===== src/rtl/rect_clamp_pipe_pkg.sv =====
// ---------------------------------------------------------------------------
// rect_pkg
// Shared types and default dimensions for the rectangle clamp pipeline.
//   rect_in_t  : four signed input coordinates {x0, y0, x1, y1}, x0 in MSBs
//   rect_out_t : four unsigned clamped coordinates, same field order
// The struct widths use the default coordinate widths; modules that are
// re-parametrised work on flat vectors with the same field order.
// ---------------------------------------------------------------------------
package rect_pkg;

   localparam int DEF_COORD_W = 16;
   localparam int DEF_OUT_W   = 10;
   localparam int DEF_CNT_W   = 16;
   localparam int SCREEN_W    = 640;
   localparam int SCREEN_H    = 480;

   typedef struct packed {
      logic signed [DEF_COORD_W-1:0] x0;
      logic signed [DEF_COORD_W-1:0] y0;
      logic signed [DEF_COORD_W-1:0] x1;
      logic signed [DEF_COORD_W-1:0] y1;
   } rect_in_t;

   typedef struct packed {
      logic [DEF_OUT_W-1:0] x0;
      logic [DEF_OUT_W-1:0] y0;
      logic [DEF_OUT_W-1:0] x1;
      logic [DEF_OUT_W-1:0] y1;
   } rect_out_t;

endpackage


===== src/rtl/rect_clamp_pipe_coord_clamp.sv =====
// ---------------------------------------------------------------------------
// coord_clamp
// Combinational clamp of one signed coordinate into [0, L].
// Ports:
//   i_c   : signed input coordinate (COORD_W bits, two's complement)
//   o_c   : clamped unsigned coordinate (OUT_W bits)
//   o_mod : clamped value differs from the input
// ---------------------------------------------------------------------------
module coord_clamp
   import rect_pkg::*;
#(
   parameter int COORD_W = DEF_COORD_W,
   parameter int OUT_W   = DEF_OUT_W,
   parameter int L       = SCREEN_W
) (
   input  logic signed [COORD_W-1:0] i_c,
   output logic        [OUT_W-1:0]   o_c,
   output logic                      o_mod
);

   localparam logic signed [COORD_W-1:0] LC   = COORD_W'(L);
   localparam logic        [OUT_W-1:0]   LOUT = OUT_W'(L);

   always_comb begin
      o_c   = '0;
      o_mod = 1'b0;
      if (i_c[COORD_W-1]) begin
         // any negative value is necessarily changed by forcing it to 0
         o_c   = '0;
         o_mod = 1'b1;
      end else if (i_c >= LC) begin
         // exactly L passes through unchanged and is not a clip
         o_c   = LOUT;
         o_mod = (i_c != LC);
      end else begin
         // 0 <= c < L < 2^OUT_W, so truncation loses nothing
         o_c   = i_c[OUT_W-1:0];
         o_mod = 1'b0;
      end
   end

endmodule


===== src/rtl/rect_clamp_pipe.sv =====
// ---------------------------------------------------------------------------
// rect_clamp_pipe
// Two-stage pipelined rectangle clamp between rectangle fetch and the
// scanline rasteriser. Stage 1 clamps the four coordinates and flags any
// modification; stage 2 registers the zero-area flag and drives the output.
//
// Ports:
//   clk, rst_n            : clock, asynchronous active-low reset
//   in_valid/in_ready     : input handshake, in_rect = {x0,y0,x1,y1} signed
//   out_valid/out_ready   : output handshake, out_rect = clamped {x0,y0,x1,y1}
//   out_empty             : clamped rectangle has zero area
//   out_clipped           : at least one coordinate was modified
//   clip_cnt              : saturating count of emitted clipped rectangles
//   clr_cnt               : synchronous clear of the statistics counters
//   cull_cnt              : (RECT_CLAMP_CULL_EN only) saturating count of
//                           dropped empty rectangles
//
// Build option: define RECT_CLAMP_CULL_EN to drop empty rectangles in stage 2
// instead of emitting them; out_empty is then tied low.
//
// Handshake: a transfer happens on a rising edge where valid && ready. Each
// stage advances when it is empty or its downstream stage advances; output
// data holds stable while out_valid && !out_ready, and out_valid only falls
// after a transfer.
// ---------------------------------------------------------------------------
module rect_clamp_pipe
   import rect_pkg::*;
#(
   parameter int COORD_W  = DEF_COORD_W,
   parameter int OUT_W    = DEF_OUT_W,
   parameter int SCREEN_W = rect_pkg::SCREEN_W,
   parameter int SCREEN_H = rect_pkg::SCREEN_H,
   parameter int CNT_W    = DEF_CNT_W
) (
   input  logic                 clk,
   input  logic                 rst_n,
   input  logic                 in_valid,
   output logic                 in_ready,
   input  logic [4*COORD_W-1:0] in_rect,
   output logic                 out_valid,
   input  logic                 out_ready,
   output logic [4*OUT_W-1:0]   out_rect,
   output logic                 out_empty,
   output logic                 out_clipped,
   output logic [CNT_W-1:0]     clip_cnt,
`ifdef RECT_CLAMP_CULL_EN
   output logic [CNT_W-1:0]     cull_cnt,
`endif
   input  logic                 clr_cnt
);

   // ---------------- stage 1: clamp ----------------
   logic [4*OUT_W-1:0] w_clamped;
   logic [3:0]         w_mod;

   for (genvar k = 0; k < 4; k++) begin : g_clamp
      // even fields are X (x0, x1), odd fields are Y (y0, y1)
      coord_clamp #(
         .COORD_W (COORD_W),
         .OUT_W   (OUT_W),
         .L       ((k % 2 == 0) ? SCREEN_W : SCREEN_H)
      ) u_clamp (
         .i_c   (in_rect[(4-k)*COORD_W-1 -: COORD_W]),
         .o_c   (w_clamped[(4-k)*OUT_W-1 -: OUT_W]),
         .o_mod (w_mod[k])
      );
   end

   logic               r_s1_valid;
   logic [4*OUT_W-1:0] r_s1_rect;
   logic               r_s1_clip;

   // ---------------- stage 2 input: zero-area test ----------------
   logic [OUT_W-1:0] w_s1_x0, w_s1_y0, w_s1_x1, w_s1_y1;
   logic             w_s1_empty;

   assign w_s1_x0    = r_s1_rect[4*OUT_W-1 -: OUT_W];
   assign w_s1_y0    = r_s1_rect[3*OUT_W-1 -: OUT_W];
   assign w_s1_x1    = r_s1_rect[2*OUT_W-1 -: OUT_W];
   assign w_s1_y1    = r_s1_rect[OUT_W-1:0];
   // unsigned compare on clamped values; degenerate x0 > x1 lands here too
   assign w_s1_empty = (w_s1_x1 <= w_s1_x0) || (w_s1_y1 <= w_s1_y0);

   // ---------------- flow control ----------------
   logic w_s2_adv;
   logic w_s1_adv;
   logic w_s1_drop;
   logic w_out_xfer;

`ifdef RECT_CLAMP_CULL_EN
   // an empty rectangle is discarded from stage 1 without needing the
   // output register, so it never waits behind a stalled output
   assign w_s1_drop = r_s1_valid && w_s1_empty;
`else
   assign w_s1_drop = 1'b0;
`endif

   assign w_s2_adv   = !out_valid || out_ready;
   assign w_s1_adv   = !r_s1_valid || w_s2_adv || w_s1_drop;
   assign in_ready   = w_s1_adv;
   assign w_out_xfer = out_valid && out_ready;

   always_ff @(posedge clk or negedge rst_n) begin
      if (!rst_n) begin
         r_s1_valid <= 1'b0;
         r_s1_rect  <= '0;
         r_s1_clip  <= 1'b0;
      end else if (w_s1_adv) begin
         r_s1_valid <= in_valid;
         if (in_valid) begin
            r_s1_rect <= w_clamped;
            r_s1_clip <= |w_mod;
         end
      end
   end

   // ---------------- stage 2: output register ----------------
   logic               r_out_valid;
   logic [4*OUT_W-1:0] r_out_rect;
   logic               r_out_clipped;

   always_ff @(posedge clk or negedge rst_n) begin
      if (!rst_n) begin
         r_out_valid   <= 1'b0;
         r_out_rect    <= '0;
         r_out_clipped <= 1'b0;
      end else if (w_s2_adv) begin
         r_out_valid <= r_s1_valid && !w_s1_drop;
         if (r_s1_valid && !w_s1_drop) begin
            r_out_rect    <= r_s1_rect;
            r_out_clipped <= r_s1_clip;
         end
      end
   end

   assign out_valid   = r_out_valid;
   assign out_rect    = r_out_rect;
   assign out_clipped = r_out_clipped;

`ifdef RECT_CLAMP_CULL_EN
   assign out_empty = 1'b0;
`else
   logic r_out_empty;

   always_ff @(posedge clk or negedge rst_n) begin
      if (!rst_n) begin
         r_out_empty <= 1'b0;
      end else if (w_s2_adv && r_s1_valid) begin
         r_out_empty <= w_s1_empty;
      end
   end

   assign out_empty = r_out_empty;
`endif

   // ---------------- statistics ----------------
   logic [CNT_W-1:0] r_clip_cnt;

   always_ff @(posedge clk or negedge rst_n) begin
      if (!rst_n) begin
         r_clip_cnt <= '0;
      end else if (clr_cnt) begin
         r_clip_cnt <= '0;
      end else if (w_out_xfer && r_out_clipped && (r_clip_cnt != '1)) begin
         r_clip_cnt <= r_clip_cnt + 1'b1;
      end
   end

   assign clip_cnt = r_clip_cnt;

`ifdef RECT_CLAMP_CULL_EN
   logic [CNT_W-1:0] r_cull_cnt;

   // w_s1_drop already implies stage 1 advances this cycle
   always_ff @(posedge clk or negedge rst_n) begin
      if (!rst_n) begin
         r_cull_cnt <= '0;
      end else if (clr_cnt) begin
         r_cull_cnt <= '0;
      end else if (w_s1_drop && (r_cull_cnt != '1)) begin
         r_cull_cnt <= r_cull_cnt + 1'b1;
      end
   end

   assign cull_cnt = r_cull_cnt;
`endif

endmodule


===== config.mk =====
export PLATFORM = sky130hd
export DESIGN_NAME = rect_clamp_pipe
export DESIGN_NICKNAME = d
export VERILOG_FILES = /design/src/rtl/rect_clamp_pipe_pkg.sv /design/src/rtl/rect_clamp_pipe_coord_clamp.sv /design/src/rtl/rect_clamp_pipe.sv
export SDC_FILE = /design/constraint.sdc
export NUM_CORES = 1
export LEC_CHECK = 0
export ABC_AREA = 1
export CAP_MARGIN = 20
export CORE_UTILIZATION = 45
export DETAILED_ROUTE_END_ITERATION = 8
export PLACE_DENSITY = 0.89
export SYNTH_ARGS = -nofsm -noshare
export SYNTH_HDL_FRONTEND = slang
export SYNTH_SLANG_ARGS = --single-unit

===== constraint.sdc =====
create_clock -name clk -period 1.4 [get_ports clk]
set_clock_uncertainty 0.05 [all_clocks]
set_input_delay 0.21 -clock clk [delete_from_list [all_inputs] [get_ports clk]]
set_output_delay 0.21 -clock clk [all_outputs]
set_load 0.03 [all_outputs]

# Word level (Yosys, flattened, before mapping)
# Index checks and enable logic that the tools add are counted.
[totals]
regBits = 101
latchBits = 0
mem_bits_rw = 0
mem_bits_ro = 0
in_bits = 69
output_inout_bits = 60
word_cells = 51
n_memories = 0
[op_classes]
n_addsub = 1
n_mul = 0
div_mod_pow = 0
order_cmp = 6
eq_ne = 5
n_shift = 0
n_mux = 18
n_bitwise = 0
reduce_logical = 13
[op_table]
columns = ["op", "n"]
rows = [
  ["$mux W10", 8],
  ["$ge A16 B10 Y1 const B", 2],
  ["$ge A16 B11 Y1 const B", 2],
  ["$mux W16", 2],
  ["$ne A16 B10 Y1 const B", 2],
  ["$ne A16 B11 Y1 const B", 2],
  ["$le A10 B10 Y1", 2],
  ["$add A16 B1 Y16 const B", 1],
  ["$ne A16 B16 Y1 const B", 1],
  ["$mux W1", 8],
  ["$logic_and A1 B1 Y1", 4],
  ["$reduce_and A2 Y1", 2],
  ["$reduce_or A4 Y1", 1],
  ["$logic_or A1 B1 Y1", 3],
  ["$logic_not A1 Y1", 2],
  ["$reduce_bool A2 Y1", 1],
]

# Longest topological paths before layout
# Gate-level depths: netlist of the first run.
[depth]
depth_word = 5
ltp_mapped = 11
depth_no_buf = 11

# Cells and area by module
# A second synthesis of the first run with hierarchy kept.
[unflattened]
cells_unflattened = 706
hier_area_um2 = 5407.7
[by_module_without_submodules]
columns = ["mod", "n_inst", "cells_each", "area_per_inst_um2", "seq_area_each_um2"]
rows = [
  ["rect_clamp_pipe", 1, 564, 4684.5, 2527.4],
  ["coord_clamp at g_clamp[0].u_clamp ...", 2, 39, 182.7, 0.0],
  ["coord_clamp at g_clamp[1].u_clamp ...", 2, 32, 178.9, 0.0],
]

# Worst setup path after synthesis of the first run
# Ideal clock, no wire load.
[synth_path]
kind = "flip-flop to flip-flop"
start = "register r_clip_cnt[0] (netlist: clip_cnt[0])"
end = "register r_clip_cnt[6] (netlist: clip_cnt[6])"
setup_time_ns = 0.067
arrival_ns = 1.650
required_ns = 1.283
slack_ns = -0.367
stages_incl_launch_ff = 11
path_buffers = 1
synth_period_minus_slack_ns = 1.767
cell_sequence = "dfrtp_1 -> ha_1 -> nand3_2 -> inv_1 -> nand2_4 -> o21bai_4 -> nand2_4 -> inv_6 -> buf_12 -> nand2_1 -> nand2_1"
[synth_between]
elab_chain_len = 3
elab_cells_between_ends = 6
cone_classes = "add/sub (1); eq/ne (1); mux (2); reduce/logical (2)"
[synth_rtl]
columns = ["element", "line_no", "text"]
rows = [
  ["start, declared", "rect_clamp_pipe.sv:157", "logic [CNT_W-1:0] r_clip_cnt;"],
  ["start signal, assigned", "rect_clamp_pipe.sv:165", "r_clip_cnt <= r_clip_cnt + 1'b1;"],
  ["$add A16 B1 Y16 or $ne A16 B16 Y1 (tied branches)", "rect_clamp_pipe.sv:165, rect_clamp_pipe.sv:164", ""],
  ["$mux W16 or $logic_and A1 B1 Y1 (tied branches)", "rect_clamp_pipe.sv:164", "end else if (w_out_xfer && r_out_clipped && (r_clip_cnt != '1)) begin"],
  ["$mux W16 or $reduce_bool A2 Y1 (tied branches)", "n/a", ""],
]
# Parallel ways exist; a longest one is shown, timed or not. The select of a mux whose other input is x is not followed.
# A chain may end at the register's enable or synchronous reset.

# Final worst setup path of the first run
[layout_path]
start = "register r_s1_rect[24]"
end = "register r_out_empty (netlist: out_empty)"
[layout_between]
elab_chain_len = 2
[layout_rtl]
columns = ["element", "line_no", "text"]
rows = [
  ["start, declared", "rect_clamp_pipe.sv:70", "logic [4*OUT_W-1:0] r_s1_rect;"],
  ["start signal, assigned", "rect_clamp_pipe.sv:111", "r_s1_rect <= w_clamped;"],
  ["$le A10 B10 Y1", "rect_clamp_pipe.sv:82", "assign w_s1_empty = (w_s1_x1 <= w_s1_x0) || (w_s1_y1 <= w_s1_y0);"],
  ["$logic_or A1 B1 Y1", "rect_clamp_pipe.sv:82", ""],
  ["end signal, assigned", "rect_clamp_pipe.sv:149", "r_out_empty <= w_s1_empty;"],
  ["end, declared", "rect_clamp_pipe.sv:143", "logic r_out_empty;"],
]
# Every way passes these cells.

==> impl_metrics.yaml, run 1 <==
synthesis:
  netlist.area_leader.share: 0.4916
  synthAdderAreaFrac: 0.05111
  synth_ff_type: "dfrtp_1"
  synth_edf_count: 0
  yosys.area_share.simple: 0.2585
  yosys_warnings: 0
  seq_area_frac_synth: 0.4916
  yosys_register_bits: 101
  syn-num-nets: 722
  yosysTopAreaCell: "dfrtp_1"
  async_reset_ff_frac: 1.000
  synthDistinctLibCells: 34
  synth-compound-area-share: 0.1115
  synth_top_family_by_area: "simple AND/OR/NAND/NOR gates"
  syn-cell-area_um2: 5141
  netlist_instances: 632
  synth_xor_area_frac: 0.01022
  synth.mux.area_fraction: 0
  netlist_top_cells_area: "dfrtp_1, nand2_1, o21ai_0, inv_1, ha_1"
  avgSynthCellArea_um2: 8.135
global_routing:
  first_global_vias: 5852
  grt_pass1_wl_mm: 29.61
  track_usage: 0.3308
  antenna_found_initial: 0
  grt_max_degree: 35
  overflow: 0
critical_path:
  r2r-start: "r_s1_rect[24]"
  slowest_stage: "dfrtp_1"
  cp-endpoint: "out_empty"
  cp-start-kind: "flop"
  worstPathRequired_ps: 1580
  crit_type: "flop to flop"
  slowest_delay_ps: 370
  crit_chain: "inv_2, ha_1, nand2_2, inv_2, nand2_1, nand2_1, nand2_1, nand3_1, nand3_2, nand2_1, inv_1"
  path_max_fanout: 3
  cp_common_cell: "nand2_1"
  r2r-end: "out_empty"
  startpoint: "r_s1_rect[24]"
  crit_path_end_kind: "flop"
  rr_worst_depth: 11
  r2r_slack_ps: -460
  arrival_ps: 2040
route:
  vias_per_cell: 6.204
  wl_per_cell_um: 23.94
  drtAntennaViolNets: 0
  vias: 6390
  wl_mm: 24.66
  dr.pass1.iters: 9
  dr.first_iter.drc_count: 762
  drc_errors: 0
clocking:
  htreeDepth: 3
  cts_tree: "done"
  clk_pin_slew_ps: 80
  clockBufferDepth: 2
  cts_root_buf: "clkbuf_16"
  cts.sinks: 101
  clock_latency_ps: 350
  cts_buffers: 9
place:
  post-place-ws_ps: -485.5
  dpl.hpwl_mm: 10.74
  gp_congestion: 0.8994
  dp_cells: 974
  portBuffers: 128
  placed_area_um2: 7330
sta:
  period_share: 1.325
  hold_ws_ps: 226.4
  fin_crit_ps: 1855
  clock.fmax_mhz: 539.0
  drv_slew: 0
  rsz0062_at_grt: "true"
  timing.slew.headroom: 0.7700
  final-setup-viol-count: 71
  hold_viol: 0
  tightest_slew_ps: 346.4
  layout_setup_ws_ps: -455.4
die:
  ios: 129
  rows: 38
  start_util: 0.4681
  die_x_um: 108.9
  coreArea_um2: 10980
  die_y_um: 108.9
  dieArea_um2: 11860
layout:
  synthToLayoutAreaGrowth_pct: 70.48
  fin_util: 0.7980
  num-nets-final: 975
  diodes: 0
  fin_area_um2: 8765
  finalNonFillerCells: 1030
  n_fill_cell: 579
  drive_gt1_frac: 0.4292
power:
  p_per_area_nw_per_um2: 1198
  vdd_drop_max_uv: 676.6
  leakage_nw: 4.220
hold_path:
  hold_class: "input pin to asynchronous set/reset pin"
job:
  drv_cap: 0
outcome:
  status: "finished, violations left"
  violations: "negative setup slack"
routing by layer:
metal,global-route usage,vias to the layer above,part of all wire
met5,0,-,0
met4,0.1853,0,0.096
met3,0.07292,250,0.11
met2,0.5440,675,0.46
met1,0.4015,2898,0.34
li1,-,2567,-
worst min path at each step:
| stage | slack (ps) | from | endpoint | cells after the start |
|---|---|---|---|---|
| 6_report | 230 | rst_n | clip_cnt[7] | 2 |
| 4_1_cts | 250 | rst_n | clip_cnt[4] | 2 |
| 2_1_floorplan | -140 | rst_n | clip_cnt[0] | 0 |
| 5_1_grt | 220 | in_rect[7] | r_s1_rect[7] | 3 |
| 3_5_place_dp | 60 | rst_n | clip_cnt[4] | 1 |
| 3_3_place_gp | 70 | rst_n | clip_cnt[4] | 1 |
cells in the mapped netlist, types with 2 or more instances:
cell,instances
o21bai_1,2
nand2_1,151
nand2_4,2
nor2_1,69
inv_1,79
o21ai_1,6
nand3_2,2
buf_2,6
o21ai_0,66
ha_1,21
clkbuf_1,6
a21oi_1,12
nor3_1,5
o22ai_1,8
o21a_1,2
xor2_1,5
nand3_1,46
nand2_2,9
nor2_4,2
inv_2,2
nand4_1,13
dfrtp_1,101
o31ai_1,5
or2_2,2
worst max-delay path: cells and delay by family (launching register included):
family / cells / cell delay [ps]
adders and majority gates: 1 / 310
DFF: 1 / 370
and+or+nand+nor: 7 / 770
buffers and inverters: 3 / 240
kinds of logic after synthesis:
kind of cell / after synthesis
xor gates and xnor gates: 6
buffers and inverters: 97
and+or+nand+nor: 304
AOI/OAI and AO/OA: 103
DFF: 101
adders and majority gates: 21
layout make-up:
type                    instances  area, µm²  area share
multi-input cells             436       2999      0.3422
flip-flops and latches        101       2549      0.2908
repair buffers                252       2341      0.2671
inverters                      82      322.8     0.03683
clock buffers                  11      242.7     0.02769
well taps                     140      175.2     0.01999
clock inverters                 5      106.4     0.01213
repair inverters                3      28.78    0.003283
power by group:
group | switching [mW] | internal [mW] | total [mW] | leakage (nW)
Combinational | 2.26 | 1.55 | 3.81 | 2.74
Sequential | 0.403 | 3.26 | 3.67 | 1.31
Clock | 1.22 | 1.81 | 3.03 | 0.166
Total | 3.88 | 6.63 | 10.5 | 4.22
cell usage in the layout, fill, tap and decap left out, types with 12 or more instances in the layout:
cell type,instances
buf_4,97
buf_6,15
clkbuf_16,16
clkbuf_2,28
clkdlybuf4s15_1,12
clkdlybuf4s50_1,65
dfrtp_1,84
dfrtp_2,17
ha_4,14
inv_1,63
inv_2,16
nand2_1,83
nand2_2,47
nand2_4,33
nand3_1,37
nand4_1,13
nor2_1,54
o21ai_0,22
o21ai_1,24
o21ai_2,25
state kept, by name, summed over array words and instances (netlist names):
register	flops
r_s1_valid	1
r_s1_clip	1
r_s1_rect	40
clip_cnt	16
out_rect	40
out_valid	1
out_empty	1
out_clipped	1
through the flow:
step	power [mW]	TNS [ps]
floorplan	4.806	-2618
global placement	6.019	-26180
detailed placement	6.105	-30700
CTS	9.265	-860.5
global route	10.75	-12750
finish	10.50	-6802
what timing repair did:
item	in CTS	in global routing
pin swaps	32	14
setup endpoints to repair	103	102
gates cloned	4	13
gates resized for setup	154	259
setup buffers	18	5
endpoints found under the hold margin	41	0
hold buffers	1	0
Power figures use the tool's default switching activity.
==> run 2: changes to the inputs <==
--- a/config.mk
+++ b/config.mk
@@ -10,6 +10,7 @@
 export CORE_UTILIZATION = 45
 export DETAILED_ROUTE_END_ITERATION = 8
 export PLACE_DENSITY = 0.89
+export SLEW_MARGIN = 20
 export SYNTH_ARGS = -nofsm -noshare
 export SYNTH_HDL_FRONTEND = slang
 export SYNTH_SLANG_ARGS = --single-unit
==> results of run 2 <==
The final DEF is identical to that of run 1; final timing and power are the same.
